`config.mk`:
```
export PLATFORM = sky130hd
export DESIGN_NAME = array_bus_arbiter_flat
export DESIGN_NICKNAME = d
export VERILOG_FILES = /design/src/rtl/array_bus_arbiter_if.sv /design/src/rtl/array_bus_arbiter.sv /design/src/flat_wrapper.sv
export SDC_FILE = /design/constraint.sdc
export NUM_CORES = 1
export LEC_CHECK = 0
export CORE_MARGIN = 4
export CORE_UTILIZATION = 30
export CTS_CLUSTER_SIZE = 12
export DETAILED_ROUTE_END_ITERATION = 10
export PLACE_DENSITY = 0.58
export SYNTH_ARGS = -nofsm -noshare
export SYNTH_HDL_FRONTEND = slang
export SYNTH_SLANG_ARGS = --single-unit
```
`constraint.sdc`:
```
create_clock -name clk -period 2.3 [get_ports clk]
set_input_delay 0.46 -clock clk [delete_from_list [all_inputs] [get_ports clk]]
set_output_delay 0.46 -clock clk [all_outputs]
set_load 0.005 [all_outputs]
```
`src/rtl/array_bus_arbiter_if.sv`:
```
// Two-lane array-bus input side plus the merged valid/ready output channel.
interface array_bus_arbiter_if #(
    parameter int DATA_W = 8
);
    logic [1:0][DATA_W-1:0] in_data;
    logic [1:0]             in_valid;
    logic [1:0]             in_ready;
    logic [DATA_W-1:0]      out_data;
    logic                   out_valid;
    logic                   out_lane;
    logic                   out_ready;

    modport master (
        output in_data, in_valid, out_ready,
        input  in_ready, out_data, out_valid, out_lane
    );

    modport slave (
        input  in_data, in_valid, out_ready,
        output in_ready, out_data, out_valid, out_lane
    );
endinterface

```
`src/rtl/array_bus_arbiter.sv`:
```
// Two-lane merge: per-lane 2-deep FIFO and beat counter, burst-limited
// round-robin grant, registered output stage.
module array_bus_arbiter_lane #(
    parameter int DATA_W = 8,
    parameter int CNT_W  = 16
) (
    input  logic              clk,
    input  logic              rst_n,
    input  logic [DATA_W-1:0] push_data,
    input  logic              push_valid,
    input  logic              pop,
    input  logic              cnt_clr,
    input  logic              cnt_inc,
    output logic              ready,
    output logic              nonempty,
    output logic [DATA_W-1:0] head,
    output logic [CNT_W-1:0]  beat_cnt
);
    logic [1:0][DATA_W-1:0] mem;
    logic                   rd_ptr;
    logic                   wr_ptr;
    logic [1:0]             count;
    logic                   push;

    assign ready    = (count != 2'd2);
    assign nonempty = (count != 2'd0);
    assign head     = mem[rd_ptr];
    assign push     = push_valid && ready;

    always_ff @(posedge clk or negedge rst_n) begin
        if (!rst_n) begin
            mem    <= '0;
            rd_ptr <= 1'b0;
            wr_ptr <= 1'b0;
            count  <= 2'd0;
        end else begin
            if (push) begin
                mem[wr_ptr] <= push_data;
                wr_ptr      <= ~wr_ptr;
            end
            if (pop) rd_ptr <= ~rd_ptr;
            case ({push, pop})
                2'b10:   count <= count + 2'd1;
                2'b01:   count <= count - 2'd1;
                default: count <= count;
            endcase
        end
    end

    // Clear wins over a same-cycle delivery; the count sticks at all-ones.
    always_ff @(posedge clk or negedge rst_n) begin
        if (!rst_n)                         beat_cnt <= '0;
        else if (cnt_clr)                   beat_cnt <= '0;
        else if (cnt_inc && beat_cnt != '1) beat_cnt <= beat_cnt + 1'b1;
    end
endmodule

module array_bus_arbiter #(
    parameter int DATA_W = 8,
    parameter int BURST  = 1,
    parameter int CNT_W  = 16
) (
    input  logic                  clk,
    input  logic                  rst_n,
    array_bus_arbiter_if.slave    bus,
    input  logic                  cnt_clr,
    output logic [1:0][CNT_W-1:0] beat_cnt
);
    localparam logic [3:0] BURST_L = 4'(BURST);

    logic [1:0]             nonempty;
    logic [1:0]             ready;
    logic [1:0]             pop;
    logic [1:0]             cnt_inc;
    logic [1:0][DATA_W-1:0] head;
    logic                   load;
    logic                   any;
    logic                   grant;
    logic                   ptr;
    logic                   ptr_nxt;
    logic [3:0]             burst;
    logic [3:0]             burst_nxt;

    assign bus.in_ready = ready;

    for (genvar i = 0; i < 2; i++) begin : g_lane
        assign pop[i]     = load && any && (grant == 1'(i));
        assign cnt_inc[i] = bus.out_valid && bus.out_ready && (bus.out_lane == 1'(i));

        array_bus_arbiter_lane #(
            .DATA_W (DATA_W),
            .CNT_W  (CNT_W)
        ) u_lane (
            .clk        (clk),
            .rst_n      (rst_n),
            .push_data  (bus.in_data[i]),
            .push_valid (bus.in_valid[i]),
            .pop        (pop[i]),
            .cnt_clr    (cnt_clr),
            .cnt_inc    (cnt_inc[i]),
            .ready      (ready[i]),
            .nonempty   (nonempty[i]),
            .head       (head[i]),
            .beat_cnt   (beat_cnt[i])
        );
    end

    // out_lane doubles as "previous grant" for the burst bookkeeping.
    always_comb begin
        load = !bus.out_valid || bus.out_ready;
        any  = |nonempty;
        if (&nonempty) grant = (burst == BURST_L) ? ~bus.out_lane : ptr;
        else           grant = nonempty[1];
        burst_nxt = (&nonempty && grant == bus.out_lane) ? burst + 4'd1 : 4'd1;
        ptr_nxt   = (burst_nxt < BURST_L) ? grant : ~grant;
    end

    always_ff @(posedge clk or negedge rst_n) begin
        if (!rst_n) begin
            bus.out_valid <= 1'b0;
            bus.out_data  <= '0;
            bus.out_lane  <= 1'b0;
            ptr           <= 1'b0;
            burst         <= 4'd0;
        end else if (load) begin
            bus.out_valid <= any;
            if (any) begin
                bus.out_data <= head[grant];
                bus.out_lane <= grant;
                ptr          <= ptr_nxt;
                burst        <= burst_nxt;
            end
        end
    end
endmodule

```
`src/flat_wrapper.sv`:
```
// flat-port wrapper written by rule: the top's interface ports become plain ports
module array_bus_arbiter_flat 
#(
    parameter int DATA_W = 8,
    parameter int BURST  = 1,
    parameter int CNT_W  = 16
)
  (clk, rst_n, cnt_clr, beat_cnt, bus_in_data, bus_in_valid, bus_out_ready, bus_in_ready, bus_out_data, bus_out_valid, bus_out_lane);
  array_bus_arbiter_if #(.DATA_W(DATA_W)) bus_i ();
  input  logic clk;
  input  logic rst_n;
  input  logic cnt_clr;
  output logic [1:0][CNT_W-1:0] beat_cnt;
  input wire logic [$bits(bus_i.in_data)-1:0] bus_in_data;
  input wire logic [$bits(bus_i.in_valid)-1:0] bus_in_valid;
  input wire logic [$bits(bus_i.out_ready)-1:0] bus_out_ready;
  output wire logic [$bits(bus_i.in_ready)-1:0] bus_in_ready;
  output wire logic [$bits(bus_i.out_data)-1:0] bus_out_data;
  output wire logic [$bits(bus_i.out_valid)-1:0] bus_out_valid;
  output wire logic [$bits(bus_i.out_lane)-1:0] bus_out_lane;
  assign bus_i.in_data = bus_in_data;
  assign bus_i.in_valid = bus_in_valid;
  assign bus_i.out_ready = bus_out_ready;
  assign bus_in_ready = bus_i.in_ready;
  assign bus_out_data = bus_i.out_data;
  assign bus_out_valid = bus_i.out_valid;
  assign bus_out_lane = bus_i.out_lane;
  array_bus_arbiter #(.DATA_W(DATA_W), .BURST(BURST), .CNT_W(CNT_W)) u_core (.clk(clk), .rst_n(rst_n), .bus(bus_i), .cnt_clr(cnt_clr), .beat_cnt(beat_cnt));
endmodule
```
==> results of run 1 <==
power by group through the flow:
stage                     clock [mW]  sequential (mW)  combinational [mW]
after floorplan                    0             2.24                1.38
after global placement             0             2.43                1.82
after detailed placement           0             2.45                1.86
after CTS                       1.51             2.43                1.88
after global routing            1.57             2.49                2.03
final                           1.47             2.42                1.84
flip-flops by register name (all words and copies together) (netlist names):
| name | flops |
|---|---|
| u_core.g_lane.u_lane.count | 4 |
| u_core.g_lane.u_lane.rd_ptr | 2 |
| u_core.burst | 4 |
| u_core.g_lane.u_lane.mem | 32 |
| u_core.bus.out_valid | 1 |
| u_core.ptr | 1 |
| u_core.g_lane.u_lane.beat_cnt | 32 |
| u_core.g_lane.u_lane.wr_ptr | 2 |
| u_core.bus.out_data | 8 |
| u_core.bus.out_lane | 1 |
cell families after synthesis:
logic type / synth area share (%)
multiplexers: 13.2
adder cells (fa/ha/maj): 1.73
flip-flops: 50.1
AO/OA/AOI/OAI: 13.0
buffers and inverters: 3.11
AND/OR/NAND/NOR: 16.7
XOR/XNOR: 2.22
path summary, 6_finish.rpt:
kind | startpoint | endpoint
setup reg to reg | u_core.g_lane[1].u_lane.beat_cnt[0] | u_core.g_lane[1].u_lane.beat_cnt[6]
hold reg to reg | u_core.g_lane[1].u_lane.wr_ptr | u_core.g_lane[1].u_lane.wr_ptr
min in group clk | u_core.g_lane[1].u_lane.wr_ptr | u_core.g_lane[1].u_lane.wr_ptr
setup / recovery | u_core.g_lane[1].u_lane.beat_cnt[0] | u_core.g_lane[1].u_lane.beat_cnt[6]
hold / removal | rst_n | u_core.g_lane[0].u_lane.beat_cnt[12]
max in group asynchronous | rst_n | u_core.g_lane[0].u_lane.mem[3]
final cells by class:
type,instances,area (sq um)
Clock buffer,9,225
Multi-Input combinational cell,273,2040
Timing Repair Buffer,82,801
Sequential cell,87,2180
Fill cell,1369,8470
Tap cell,180,225
Clock inverter,7,72.6
Inverter,9,33.8
through the flow:
step           power, mW  worst slack (ps)  instance area (sq um)
2_1_floorplan       3.62              63.3                   4350
3_3_place_gp        4.24             -10.2                   5280
3_5_place_dp        4.31             -49.4                   5280
4_1_cts             5.82               216                   5580
5_1_grt             6.10              46.8                   5580
6_report            5.73               239                   5580
per-layer routing:
| layer | global-route usage, % | wire [um] | vias to the layer above |
|---|---|---|---|
| met2 | 20.7 | 4770 | 92 |
| met4 | 3.56 | 125 | 0 |
| li1 | - | - | 1625 |
| met1 | 18.1 | 4750 | 1662 |
| met5 | 0 | 0 | - |
| met3 | 3.32 | 641 | 10 |
placed cells by master, fill, tap and decap left out, drive strengths merged, types with 2 or more instances in the layout:
cell type and n:
a21o 2, a21oi 30, a221o 8, a22o 3
and2 2, and3 2, and4 3, buf 18
clkbuf 9, clkdlybuf4s50 64, clkinv 3, clkinvlp 2
dfrtp 87, ha 6, inv 10, mux2 41
mux2i 11, nand2 14, nand2b 4, nand3 18
nand4 9, nor2 12, nor2b 2, nor3 10
nor3b 3, nor4 3, o21ai 12, o21bai 3
o311ai 2, o31ai 21, o41ai 2, or3 9
or4 22, xnor2 6, xor2 5
critical path: stages, from the launching register on:
cell,delay (ps)
dfrtp_1,420
ha_1,250
nand3_1,140
or3_1,520
or3_2,490
a21oi_1,160
==> metrics.csv, run 1 <==
metric,value,unit
Setup TNS,0,ps
Rows,43,
CTS root buffer,clkbuf_16,
Setup Skew,8.58,ps
final net count,490,
RSZ-0062 raised after global routing,false,
post-synthesis sequential area ratio,50.1,%
internal power,3.94,mW
remaining antenna violation count,0,
maximum clock frequency,0.485,GHz
share of cells above drive strength 1,18.4,%
Die ar.,16500,sq um
Critical Path RT,2560,ps
synthesized area,4340,sq um
Post-Syn Area per Cell,11.1,sq um
gr usage total,13.1,%
Worst Hold Class,in2async,
hpwl dp,7.34,mm
total grt overflow,0,
IO Port Bufs,65,
CTS Hold Bufs,0,
Post-synth EDFFs,0,
DRT iter0 DRCs,228,
later-pin clock latency in the skew report,340,ps
Final min period,2060,ps
Switch Pwr,1.78,mW
clock power share,25.6,%
Initial Util,30.9,%
static leakage,2.17,nW
Layout Cells excl Fill,647,
Post-Place Cells,631,
crit end category,register,
Yosys top cell area share,50.1,%
max_cap viols,0,
die width,128,um
CTS max path bufs,2,
first-pass GRT wire length,17.5,mm
Power Density,1030,nW/um^2
Setup Viol. Count Final,0,
post-synth cell types,48,
sequential power share,42.2,%
CTS Buf Count,9,
Final Hold Fails,0,
# resized after CTS,0,
largest net degree at the start of global routing,49,
Num Clock Sinks,87,
main flop type after synthesis,dfrtp_1,
top post-synthesis cells by count,"dfrtp_1 (87), mux2_2 (41), a21oi_1 (30)",
post-layout util,39.7,%
Cells after Synth,391,
Slew headroom,51.7,%
Syn. warnings,0,
worst reg-to-reg setup slack,240,ps
"Reg clk slew, reported paths",60,ps
P&R area growth vs syn,28.4,%
hold_ws,148,ps
Comb pwr share,32.2,%
CTS tree,built,
most common cell in the netlist,dfrtp_1,
period utilisation layout,89.6,%
count of state elements after synthesis,87,
vias in the first global route,3486,
initial antenna violation count,0,
"critical path fanouts, max",9,
Async SR Flop Fraction,100,%
worst-margin pin slew,719,ps
synth top area cells,"dfrtp_1 (50%), mux2_2 (11%), or4_1 (3.8%)",
switching share of power,31.1,%
# diodes,0,
critical path type,reg2reg,
worst vdd ir,0.606,mV
Post-CTS Setup Inserts,0,
critical path launch point type,register,
DR pass1 iterations,4,
average routed wire per standard cell,15.9,um
Worst R2R Path Depth,5,
vias,3389,
drt total wl,10.3,mm
Synth area leader,dfrtp_1,
WP data arrival,2320,ps
Mapped Nets,419,
die height,128,um
gp weighted congestion,0.775,
Slew Limit Fails,0,
H-Tree Depth,3,
core box area,14000,sq um
status,completed,
vias per cell,5.24,
I/O Pins,66,
drt drc,0,
Note: power is estimated with default switching activity, not from simulation.
==> run 2: changes to the inputs <==
- SLEW_MARGIN: not set -> 20
==> results of run 2 <==
Same layout as run 1: the final DEF is identical, and so are final timing and power.
